==> src/rtl/io_unit.sv <==
// Basic-computer style I/O unit: input/output registers with FGI/FGO flags and
// optional interrupt logic (IEN/R), enabled by defining IO_UNIT_INTR_EN.
module io_unit (
  input  logic        clk,
  input  logic        rst,
  input  logic [15:0] dev_in_data,
  input  logic        dev_in_valid,
  output logic        dev_in_ready,
  output logic [15:0] inpr,
  output logic        fgi,
  input  logic        inp_ack,
  input  logic [15:0] ac,
  input  logic        out_load,
  output logic [15:0] outr,
  output logic        dev_out_valid,
  input  logic        dev_out_ready,
  output logic        fgo,
  input  logic        ien_set,
  input  logic        ien_clr,
  input  logic        irq_ack,
  output logic        ien,
  output logic        irq
);

  assign dev_in_ready  = ~fgi;
  assign dev_out_valid = ~fgo;

  // While fgi is set the device is ignored, so an ack and a new word never
  // land on the same edge.
  always_ff @(posedge clk) begin
    if (rst) begin
      inpr <= '0;
      fgi  <= 1'b0;
    end else if (fgi) begin
      if (inp_ack) fgi <= 1'b0;
    end else if (dev_in_valid) begin
      inpr <= dev_in_data;
      fgi  <= 1'b1;
    end
  end

  always_ff @(posedge clk) begin
    if (rst) begin
      outr <= '0;
      fgo  <= 1'b1;
    end else if (fgo) begin
      if (out_load) begin
        outr <= ac;
        fgo  <= 1'b0;
      end
    end else if (dev_out_ready) begin
      fgo <= 1'b1;
    end
  end

`ifdef IO_UNIT_INTR_EN
  always_ff @(posedge clk) begin
    if (rst || irq_ack) begin
      ien <= 1'b0;
      irq <= 1'b0;
    end else begin
      if (ien_clr)      ien <= 1'b0;
      else if (ien_set) ien <= 1'b1;
      if (ien && (fgi || fgo)) irq <= 1'b1;
    end
  end
`else
  logic unused_intr;
  assign unused_intr = ien_set ^ ien_clr ^ irq_ack;
  assign ien = 1'b0;
  assign irq = 1'b0;
`endif

endmodule

==> config.mk <==
export PLATFORM = sky130hd
export DESIGN_NAME = io_unit
export DESIGN_NICKNAME = d
export VERILOG_FILES = /design/src/rtl/io_unit.sv
export SDC_FILE = /design/constraint.sdc
export NUM_CORES = 1
export LEC_CHECK = 0
export ABC_AREA = 0
export CAP_MARGIN = 20
export CELL_PAD_IN_SITES_DETAIL_PLACEMENT = 0
export CELL_PAD_IN_SITES_GLOBAL_PLACEMENT = 1
export CORE_MARGIN = 5
export CORE_UTILIZATION = 26
export CTS_CLUSTER_DIAMETER = 60
export DETAILED_ROUTE_END_ITERATION = 8
export GPL_ROUTABILITY_DRIVEN = 1
export PLACE_DENSITY_LB_ADDON = 0.1
export SYNTH_ARGS = -nofsm -noshare
export SYNTH_HDL_FRONTEND = slang
export SYNTH_SLANG_ARGS = --single-unit
==> constraint.sdc <==
create_clock -name clk -period 1.1 [get_ports clk]
set_clock_uncertainty 0.15 [all_clocks]
set_input_delay 0.275 -clock clk [delete_from_list [all_inputs] [get_ports clk]]
set_output_delay 0.275 -clock clk [all_outputs]
set_load 0.05 [all_outputs]
==> metrics.cfg, run 1 <==
[floorplanning]
ios = 79
chipHeight_um = 87.6
rows = 28
dieArea_um2 = 7670
die_w_um = 87.6
core-area_um2 = 5890
initial_core_util = 0.266

[synthesis]
ys_seq_area_frac = 0.435
yosysMostFrequentCell = dfxtp_1
synth_commonest_cells = 34 x dfxtp_1, 16 x a21oi_1, 16 x nand2b_1, 16 x nand3_1, 16 x nand4bb_1
ys_async_sr_fraction = 0
synth.largest_area_cell = dfxtp_1
syn_area_um2 = 1570
synth_edf_count = 0
netlist.area_leader.share = 0.435
synth_top_family_by_area = simple AND/OR/NAND/NOR gates
postSynthCellCount = 156
yosys.area_share.adder = 0
synth-main-ff-cell = dfxtp_1
synth-compound-area-share = 0.241
ys_ff_latch = 34
synth_area_per_cell_um2 = 10.0
yosys.area_share.simple = 0.245
synth_cell_types = 22
ys_warn_count = 0
synth_area_leaders = dfxtp_1 43%, nand4bb_1 12%, a21bo_2 7.7%
synth-xor-area-share = 0
synth_mux_area_frac = 0

[place]
place_congestion = 0.730
place_hpwl_um = 3320
dp_worst_setup_slack_ns = -0.428
io_buffers = 73

[setup_path]
r2r_cells = 5
startpoint_type = register
cp.required_ns = 0.67
max_stage_delay_ns = 0.35
crit_slowest_cell = dfxtp_4
cpMostUsedCell = buf_12
crit_arrival_ns = 0.93
critPathKind = register to output pin
worstPathCellList = buf_12, inv_6, buf_12
critical_path.max_fanout = 4
worst_setup_path_end_kind = output pin

[global_route]
first_global_vias = 1619
grt_pass1_wl_um = 8220
antenna_found_initial = 0
grt_max_degree = 18
grt-ovfl-total = 0
grt_usage = 0.139

[routing]
drtPass1Iterations = 4
routed_wl_um = 5230
wl_per_cell_um = 16.0
via_per_inst = 4.72
postRouteAntennaNets = 0
drc = 0
num_vias = 1545
drt_iter0_drc = 31

[clocking]
cts_hold_buf = 0
h-tree-depth = 2
cts_tree = built
numCtsBuffers = 5
cts_max_path_buffers = 2
clkTransAtPathRegs_ns = 0.06
root_buffer = clkbuf_8
clock_latency_ns = 0.27
clock_sinks = 34

[timing]
rsz0062_at_grt = true
hold_violations = 0
clock.fmax_mhz = 739
setup_ws_ns = -0.252
setup_viol = 70
period_minus_slack_ns = 1.35
period_share = 1.23
slew_violations = 0
finalSetupTns_ns = -7.69

[flow_run]
drv_cap = 0

[final_layout]
num_antenna_cells = 0
area_delta_synth_final_pct = 116
seq_area_um2 = 736
drive_gt1_frac = 0.655
fin_nets = 293
multi_input_area_um2 = 952
fillCellCount = 491

[power_and_ir_drop]
powerDensity_nw_per_um2 = 1080
p_leak_nw = 1.28
ir_drop_mv = 0.540
power_mw = 3.63

[worst_hold_path]
hp-class = register to register
min_path_cells = 2

[outcome]
status = finished with violations
violations = setup timing

-- flip-flops by register name, indices dropped and copies added (netlist names) --
name,flops
fgi,1
outr,16
fgo,1
inpr,16
-- critical path, delay by kind of cell, from the launching register on --
family | cells | cell delay [ns]
buffers and inverters | 3 | 0.30
DFF | 1 | 0.35
-- repair_timing --
item                                    CTS  global route
cloned                                    5             0
pin swaps                                15            22
gates resized for setup                  59            31
endpoints found under the setup margin   70            68
buffers inserted                         10             6
-- power breakdown --
group	switching [mW]	internal, mW	total (mW)
clock network	0.416	0.436	0.852
registers	0.0861	1.32	1.41
logic	0.624	0.749	1.37
-- path summary, 6_finish.rpt --
| path | startpoint | slack, ns | end |
|---|---|---|---|
| max | fgi$_SDFF_PP0_ | -0.25 | dev_in_ready |
| min | inpr[7]$_SDFFE_PP0P_ | 0.35 | inpr[7]$_SDFFE_PP0P_ |
| min reg2reg | inpr[7]$_SDFFE_PP0P_ | 0.35 | inpr[7]$_SDFFE_PP0P_ |
| max reg2reg | fgi$_SDFF_PP0_ | -0.21 | fgi$_SDFF_PP0_ |
-- metal layers --
| layer | share of wire | global-route usage | up-vias |
|---|---|---|---|
| met3 | 0.057 | 0.0461 | 4 |
| met5 | 0 | 0 | - |
| met4 | 0.0073 | 0.0460 | 0 |
| li1 | - | - | 741 |
| met2 | 0.53 | 0.245 | 47 |
| met1 | 0.40 | 0.159 | 753 |
-- area by class of cell --
cell class              count  share of cell area
repair buffers            106               0.445
inverters                   2             0.00481
clock buffers               7              0.0226
multi-input cells         103               0.282
well taps                  75              0.0278
flip-flops and latches     34               0.218
-- placed cells by master (no fill, tap or decap), drive strengths merged --
cell,n
a211o,1
a21bo,16
a21oi,16
and2b,2
buf,68
bufbuf,1
clkbuf,7
clkdlybuf4s50,35
clkinvlp,1
conb,2
dfxtp,34
dlygate4sd2,2
inv,1
nand2b,16
nand3,16
nand4bb,16
nor2b,1
o21ai,16
o21ba,1
-- per-stage QoR --
stage / util / instance area (um^2) / hold WS [ns] / cells
6_report: 0.574 / 3380 / 0.350 / 327
5_1_grt: 0.574 / 3380 / 0.368 / 327
4_1_cts: 0.552 / 3250 / 0.350 / 323
3_5_place_dp: 0.480 / 2830 / 0.359 / 301
3_3_place_gp: 0.480 / 2830 / 0.341 / 301
2_1_floorplan: - / 1600 / 0.247 / 157
-- cells by family (layout without fill, tap and decap cells) --
logic type / count (synthesis) / in the layout
other cells: 1 / 2
flops: 34 / 34
buf+inv: 20 / 115
simple gates: 51 / 51
compound gates: 50 / 50
No activity file was read; power rests on OpenSTA's default activity.
==> run 2, diff against run 1 <==
Settings changed: CORE_UTILIZATION 26 to 31.
Clock period 1.1 ns to 1.6 ns, I/O delays scaled along.
==> metrics.cfg, run 2 (synthesis results as in run 1) <==
[outcome]
status = finished clean

[setup_path]
crit_slowest_cell = dfxtp_2
worstPathCellList = inv_1, buf_4
worst_setup_path_end_kind = output pin
startpoint_type = register
crit_arrival_ns = 0.97  ; +0.04 ns
critPathKind = register to output pin
cp.required_ns = 1.05  ; +0.38 ns
max_stage_delay_ns = 0.42  ; +0.07 ns
critical_path.max_fanout = 8  ; +4

[clocking]
h-tree-depth = 2  ; unchanged
cts_max_path_buffers = 2  ; unchanged
root_buffer = clkbuf_8
clock_sinks = 34  ; unchanged
post_cts_buffers = 0  ; -10
cts_tree = built
numCtsBuffers = 5  ; unchanged
clock_latency_ns = 0.27  ; about the same
clkTransAtPathRegs_ns = 0.06  ; about the same

[floorplanning]
dieArea_um2 = 6570  ; -14%
chipHeight_um = 81.1  ; -7.5%
ios = 79  ; unchanged
core-area_um2 = 4820  ; -18%
initial_core_util = 0.325  ; +0.0590
rows = 25  ; -11%
die_w_um = 81.1  ; -7.5%

[final_layout]
fin_nets = 270  ; -7.8%
final_cell_mix = 39 x buf_12, 37 x clkdlybuf4s50_1, 32 x dfxtp_1
fin_area_um2 = 2830  ; -16%
layout_commonest_cell = buf_12
fillCellCount = 421  ; -14%
num_antenna_cells = 0  ; unchanged
multi_input_area_um2 = 768  ; -19%
layout.cells.non_filler = 296  ; -9.5%
area_delta_synth_final_pct = 80.5
largestRegisters = inpr (16), outr (16)
seq_area_um2 = 686  ; -6.8%
drive_gt1_frac = 0.336  ; -0.319

[power_and_ir_drop]
ir_drop_mv = 0.523  ; -3.2%
pwr-share-comb = 0.328  ; -0.050
p_sw_uw = 686  ; -39%
internal_power_mw = 1.60  ; -36%
p_seq_frac = 0.423  ; +0.035
p_sw_frac = 0.300  ; -0.00944
p_leak_nw = 1.07  ; -16%
pwr-share-clk = 0.249  ; +0.015
powerDensity_nw_per_um2 = 809  ; -25%

[place]
io_buffers = 73  ; unchanged
dp_worst_setup_slack_ns = -0.0764  ; +0.352 ns
place_area_um2 = 2750  ; -2.9%
place_congestion = 0.710  ; -2.8%
dp_cells = 289  ; -4.0%
place_hpwl_um = 3270  ; -1.4%

[timing]
slew_violations = 0  ; unchanged
worst_hold_slack_ns = 0.353  ; +0.00321 ns
clock.fmax_mhz = 657
setup_viol = 0  ; -100%
period_share = 0.951
setup_ws_ns = 0.0784  ; +0.331 ns
hold_violations = 0  ; unchanged
finalSetupTns_ns = 0  ; +7.69 ns
rsz0062_at_grt = false
period_minus_slack_ns = 1.52

[routing]
routed_wl_um = 4190  ; -20%
postRouteAntennaNets = 0  ; unchanged
num_vias = 1387  ; -10%
drt_iter0_drc = 36  ; +16%
drc = 0  ; unchanged
drtPass1Iterations = 4  ; unchanged
via_per_inst = 4.69  ; -0.82%
wl_per_cell_um = 14.2  ; -12%

[worst_hold_path]
hp-class = register to register

[global_route]
antenna_found_initial = 0  ; unchanged
grt-ovfl-total = 0  ; unchanged
grt_max_degree = 46  ; +28
first_global_vias = 1383  ; -15%
grt_pass1_wl_um = 6600  ; -20%
grt_usage = 0.131  ; -0.00855

[flow_run]
drv_cap = 0  ; unchanged

[run 2: cell types whose count changed in the layout (fill, tap and decap cells not counted), moves of 4 or more]
cell     before  now
o21ai_0       0    5
buf_4        14    7
nand3_1       2   16
a21oi_2      15    0
dfxtp_1       0   32
dfxtp_2      29    1
nand3_4       5    0
o21ai_1       5    1
buf_6         8    0
dfxtp_4       5    1
nand3_2       9    0
buf_12       43   39
a21oi_1       1   16
[run 2: layout make-up]
type	count	share of cell area
sequential	34	0.243
inverter	2	0.00266
multi-input combinational	103	0.272
clock buffer	7	0.0270
timing repair buffer	83	0.426
tap	67	0.0297
[run 2: critical path, delay by kind of cell, from the launching register on]
kind	cells	cell delay (ns)
DFF	1	0.42
buffers and inverters	2	0.27
[run 2: power groups by stage]
stage	combinational, mW	clock [mW]	sequential, mW
floorplan	0.204	0	1.13
global placement	0.745	0	0.982
detailed placement	0.757	0	0.986
CTS	0.758	0.603	0.967
global route	0.785	0.645	0.972
finish	0.750	0.568	0.966
[run 2: layer usage]
layer / vias up / part of all wire / track usage
met5: - / 0 / 0
li1: 697 / - / -
met4: 0 / 0.0072 / 0.0355
met1: 641 / 0.37 / 0.131
met3: 4 / 0.087 / 0.0654
met2: 45 / 0.53 / 0.238
[run 2: through the flow]
stage | utilization | power (mW)
floorplan | - | 1.34
global placement | 0.570 | 1.73
detailed placement | 0.570 | 1.74
CTS | 0.586 | 2.33
global route | 0.586 | 2.40
finish | 0.586 | 2.28
[run 2: final timing paths]
path	from	slack, ns	depth (start not counted)	end
max	fgo$_SDFF_PP1_	0.08	2	dev_out_valid
min	inpr[8]$_SDFFE_PP0P_	0.35	2	inpr[8]$_SDFFE_PP0P_
max reg2reg	fgo$_SDFF_PP1_	0.38	3	outr[2]$_SDFFE_PP0P_
min reg2reg	inpr[8]$_SDFFE_PP0P_	0.35	2	inpr[8]$_SDFFE_PP0P_
[run 2: what timing repair did]
action,CTS,global route
gates resized for setup,0,1
hold buffers,0,0
endpoints found under the setup margin,0,1
==> run 3, diff against run 2 <==
Settings changed: CTS_CLUSTER_SIZE set to 16.
==> results of run 3 <==
Final layout, timing and power as in run 2 (identical DEF).
